$ cat src/rtl/muldiv_unit.sv
// muldiv_unit: multi-cycle signed/unsigned multiply, multiply-accumulate and restoring divide
// returning a {HI,LO} result; stalls the pipeline while busy and can be annulled on flush.
module muldiv_unit #(
    parameter int WIDTH = 32,
    parameter int CNT_W = 6
) (
    input  logic               clk,
    input  logic               rst,
    input  logic               start_i,
    input  logic               annul_i,
    input  logic [2:0]         op_i,
    input  logic [WIDTH-1:0]   opdata1_i,
    input  logic [WIDTH-1:0]   opdata2_i,
    input  logic [2*WIDTH-1:0] hilo_i,
    output logic               stall_o,
    output logic               ready_o,
    output logic [2*WIDTH-1:0] result_o,
    output logic               div_by_zero_o
);
    typedef enum logic [1:0] {IDLE, MUL, DIV, DONE} state_t;
    localparam logic [CNT_W-1:0] LAST = CNT_W'(WIDTH);
    state_t state;
    logic [1:0] acc_q;
    logic [WIDTH-1:0] a_q, b_q, rem_q;
    logic [2*WIDTH-1:0] hilo_q;
    logic neg_q, a_neg_q;
    logic [CNT_W-1:0] cnt_q;
    logic signed_op, accept;
    logic [WIDTH-1:0] a_abs, b_abs, rem_next, quot_f, rem_f;
    logic [2*WIDTH-1:0] prod_u, prod, mul_res;
    logic [WIDTH:0] r_shift;
    logic fits;
    assign signed_op = ~op_i[0];
    assign accept    = (state == IDLE) && start_i && !annul_i;
    assign stall_o   = accept || state == MUL || state == DIV;
    assign a_abs     = (signed_op && opdata1_i[WIDTH-1]) ? -opdata1_i : opdata1_i;
    assign b_abs     = (signed_op && opdata2_i[WIDTH-1]) ? -opdata2_i : opdata2_i;
    assign prod_u    = {{WIDTH{1'b0}}, a_q} * {{WIDTH{1'b0}}, b_q};
    assign prod      = neg_q ? -prod_u : prod_u;
    assign mul_res   = acc_q == 2'd1 ? hilo_q + prod : acc_q == 2'd2 ? hilo_q - prod : prod;
    // a_q doubles as the dividend shift register; quotient bits enter at its LSB
    assign r_shift   = {rem_q, a_q[WIDTH-1]};
    assign fits      = r_shift >= {1'b0, b_q};
    assign rem_next  = fits ? r_shift[WIDTH-1:0] - b_q : r_shift[WIDTH-1:0];
    assign quot_f    = neg_q ? -a_q : a_q;
    assign rem_f     = a_neg_q ? -rem_q : rem_q;
    always_ff @(posedge clk or negedge rst) begin
        if (!rst) begin
            state         <= IDLE;
            acc_q         <= '0;
            a_q           <= '0;
            b_q           <= '0;
            rem_q         <= '0;
            hilo_q        <= '0;
            neg_q         <= 1'b0;
            a_neg_q       <= 1'b0;
            cnt_q         <= '0;
            ready_o       <= 1'b0;
            result_o      <= '0;
            div_by_zero_o <= 1'b0;
        end else begin
            ready_o       <= 1'b0;
            div_by_zero_o <= 1'b0;
            case (state)
                IDLE: if (accept) begin
                    acc_q   <= op_i[2:1];
                    a_q     <= a_abs;
                    b_q     <= b_abs;
                    hilo_q  <= hilo_i;
                    neg_q   <= signed_op && (opdata1_i[WIDTH-1] ^ opdata2_i[WIDTH-1]);
                    a_neg_q <= signed_op && opdata1_i[WIDTH-1];
                    cnt_q   <= '0;
                    rem_q   <= '0;
                    if (op_i[2:1] == 2'd3 && opdata2_i == '0) begin
                        state         <= DONE;
                        result_o      <= {opdata1_i, {WIDTH{1'b1}}};
                        ready_o       <= 1'b1;
                        div_by_zero_o <= 1'b1;
                    end else begin
                        state <= op_i[2:1] == 2'd3 ? DIV : MUL;
                    end
                end
                MUL: if (annul_i) begin
                    state <= IDLE;
                end else begin
                    state    <= DONE;
                    result_o <= mul_res;
                    ready_o  <= 1'b1;
                end
                DIV: if (annul_i) begin
                    state <= IDLE;
                end else if (cnt_q == LAST) begin
                    state    <= DONE;
                    result_o <= {rem_f, quot_f};
                    ready_o  <= 1'b1;
                end else begin
                    rem_q <= rem_next;
                    a_q   <= {a_q[WIDTH-2:0], fits};
                    cnt_q <= cnt_q + 1'b1;
                end
                DONE: state <= IDLE;
            endcase
        end
    end
endmodule
$ cat config.mk
export PLATFORM = sky130hd
export DESIGN_NAME = muldiv_unit
export DESIGN_NICKNAME = d
export VERILOG_FILES = /design/src/rtl/muldiv_unit.sv
export SDC_FILE = /design/constraint.sdc
export NUM_CORES = 2
export LEC_CHECK = 0
export CORE_AREA = 2 2 332 400
export DETAILED_ROUTE_END_ITERATION = 16
export DIE_AREA = 0 0 334 402
export GPL_ROUTABILITY_DRIVEN = 1
export HOLD_SLACK_MARGIN = 0.1
export SLEW_MARGIN = 5
export SYNTH_ARGS = -nofsm -noshare
export SYNTH_HDL_FRONTEND = slang
export SYNTH_SLANG_ARGS = --single-unit
$ cat constraint.sdc
create_clock -name clk -period 11.9 [get_ports clk]
set_input_delay 1.19 -clock clk [delete_from_list [all_inputs] [get_ports clk]]
set_output_delay 1.19 -clock clk [all_outputs]
set_load 0.02 [all_outputs]
==> out/results.ini <==
[outcome]
status = complete, no violations

[timing]
tightest_slew_ns = 1.077
max_freq_mhz = 86.37
period_share_pct = 97.30
rsz0062_at_grt = yes
finalClockSkew_ns = 0.03047
fin_crit_ns = 11.58
fin_tns_setup_ns = 0
setup_viol = 0
relSlewSlack_pct = 28.03
final_max_slew_viol_count = 0
hold_viol = 0

[critical_path]
arrival_ns = 12.11
required_ns = 12.43
worstSetupEndpointType = flip-flop
setup.worst_path.class = reg2reg
critical_path.max_fanout = 9
critPathMostFrequentCell = fa_1
critPathMaxStageDelay_ns = 0.63
critPathLaunchType = flip-flop
slowest_stage = fa_1

[finish]
layout.nets = 9099
syn_to_final_growth_pct = 19.50
ff_latch_area_um2 = 5988
drive_above_1_share_pct = 15.35
n_fill_cell = 12360
fin_cells = 9352
multi_input_area_um2 = 47740
most-common-layout-cells = 1041 x inv_1, 887 x fa_1, 841 x nand2_1, 761 x buf_4, 517 x and2_1
mostFrequentLayoutCell = inv_1

[floorplanning]
rows = 146
die_area_um2 = 134300
die_h_um = 402
die-width_um = 334
core_area_um2 = 130800
start_util_pct = 44.57
ios = 202

[flow_run]
drv_cap = 0

[drt]
routed_wl_mm = 220.9
route.met2.wl_mm = 103.6
dr.pass1.iters = 5
drt_iter0_markers = 3624
vias = 53110
wl_per_cell_um = 23.62
wl_met3_mm = 13.76
route.detailed.drc = 0
top_layer_used = met5
ant_nets = 0
wl_met1_mm = 90.95
post_drt_via_cell_ratio = 5.678

[place]
place_inst = 9255
gp_congestion = 0.9984
post-dp-hpwl_mm = 181.2
io_buffers = 201

[grt]
grt_pass1_wl_mm = 336.9
track_usage_pct = 32.95
gr-total-overflow = 0
grt_pass1_vias = 55580
grt_start_max_net_pins = 88
antenna_found_initial = 6

[clocking]
htree_levels = 2
clkSinkCount = 238
clkTransAtPathRegs_ns = 0.07
clk_path_buf_depth = 3
clk_root_buffer_cell = clkbuf_16
insertion_delay_ns = 0.63
cts_made_buffers = 37
cts_tree = done

[synth]
ys_seq_elements = 238
ys_types = 97
synth_warnings = 0
ys_seq_area_share_pct = 10.22
synth-async-reset-ratio_pct = 100.0
synth_edf_count = 0
syn_area_per_cell_um2 = 8.323
yosysTopAreaCellShare_pct = 30.87
yosysTopAreaCell = fa_1
synthesis.nets = 8484
ys.flop_type = dfrtp_1
syn_area_um2 = 58290
synthTopCellsByArea = fa_1 31%, dfrtp_1 10%, ha_1 9.6%, inv_1 6.7%, and2_1 5.6%
syn-instance-count = 7004

[hold_path]
hold_path.class = reg2reg

==> flip-flops by register name, summed over array words and instances, names as in the netlist <==
signal and count:
result_o 64, div_by_zero_o 1, acc_q 2, ready_o 1, rem_q 32, cnt_q 6, state 2, hilo_q 64
a_q 32, neg_q 1, b_q 32, a_neg_q 1
==> final cells by class <==
type,count,area share [%]
clock buffer,44,1.410
sequential,238,8.596
multi-input combinational,5286,68.53
inverter,1048,5.651
antenna,2,0.007184
tap,1702,3.057
timing repair buffer,1008,12.25
clock inverter,24,0.4957
==> per-stage QoR <==
stage	worst slack [ns]	hold slack [ns]	area, µm²	util, %
after global routing	-0.04670	0.5016	69660	53.26
after global placement	-0.2118	0.4637	67090	51.30
after CTS	0.0008038	0.4867	68500	52.38
after floorplan	0.5793	0.4968	58290	-
after detailed placement	-0.2172	0.4717	67090	51.30
final	0.3218	0.4855	69660	53.26
==> Yosys cell counts, types with 28 or more instances <==
cell type  instances
a221oi_1          34
buf_1             39
inv_1           1044
ha_1             446
dfrtp_1          238
mux2_2            70
a21oi_1          377
nand3_1           58
nor2b_1           34
mux2i_1           39
o31ai_1           80
nor2_1           374
xnor2_1          181
a21o_1            83
o21bai_1          49
o21ai_0          337
nand2_1          846
or3_1             58
nor3_1            79
xor2_1            93
fa_1             899
nand4_1           38
a221o_1           32
clkbuf_1         389
nand2b_1          28
a211oi_1          34
o211ai_1          34
o221ai_1          42
and2_1           519
==> repair_timing <==
action / in CTS / in global routing
endpoints found under the setup margin: 9 / 20
gates resized for setup: 23 / 203
buffers inserted: 1 / 24
endpoints found under the hold margin: 0 / 0
pin swaps: 4 / 75
hold buffers: 0 / 0
gates cloned: 0 / 2
==> kinds of logic (layout without fill, tap and decap cells) <==
| kind of cell | Yosys count | count (layout) | synth area share, % |
|---|---|---|---|
| buffers and inverters | 1480 | 2124 | 9.551 |
| AO/OA/AOI/OAI | 1374 | 1374 | 15.43 |
| adder cells (fa/ha/maj) | 1345 | 1345 | 40.45 |
| other | 0 | 2 | 0 |
| AND/OR/NAND/NOR | 2183 | 2183 | 18.19 |
| multiplexers | 109 | 109 | 2.022 |
| flip-flops | 238 | 238 | 10.22 |
| XOR/XNOR | 275 | 275 | 4.145 |
==> final timing paths <==
kind | to | start | cells past startpoint | slack (ns)
worst max-delay path | result_o[56]$_DFFE_PN0P_ | a_q[12]$_DFFE_PN0P_ | 40 | 0.32
worst min-delay path | result_o[37]$_DFFE_PN0P_ | result_o[37]$_DFFE_PN0P_ | 2 | 0.49
worst max register to register | result_o[56]$_DFFE_PN0P_ | a_q[12]$_DFFE_PN0P_ | 40 | 0.32
worst min register to register | result_o[37]$_DFFE_PN0P_ | result_o[37]$_DFFE_PN0P_ | 2 | 0.49
max in group asynchronous | a_q[29]$_DFFE_PN0P_ | rst | 2 | 9.74
min in group asynchronous | hilo_q[49]$_DFFE_PN0P_ | rst | 1 | 0.53
==> routing by layer <==
| layer | global-route usage, % | vias to the layer above |
|---|---|---|
| met5 | 0 | - |
| met4 | 15.73 | 12 |
| met3 | 4.438 | 455 |
| met2 | 54.53 | 1813 |
| met1 | 42.59 | 26810 |
| li1 | - | 24010 |
==> critical path, delay by kind of cell, from the launching register on <==
| family | cells | cell delay [ns] |
|---|---|---|
| mux | 1 | 0.12 |
| flops | 1 | 0.44 |
| compound gates | 10 | 2.45 |
| buf+inv | 8 | 1.04 |
| simple gates | 10 | 2.46 |
| xor+xnor | 1 | 0.31 |
| fa+ha+maj | 10 | 4.63 |
Power is left out: the tool's default activity adds up to more than one toggle a clock period on the data nets, which glitch-free logic cannot reach.
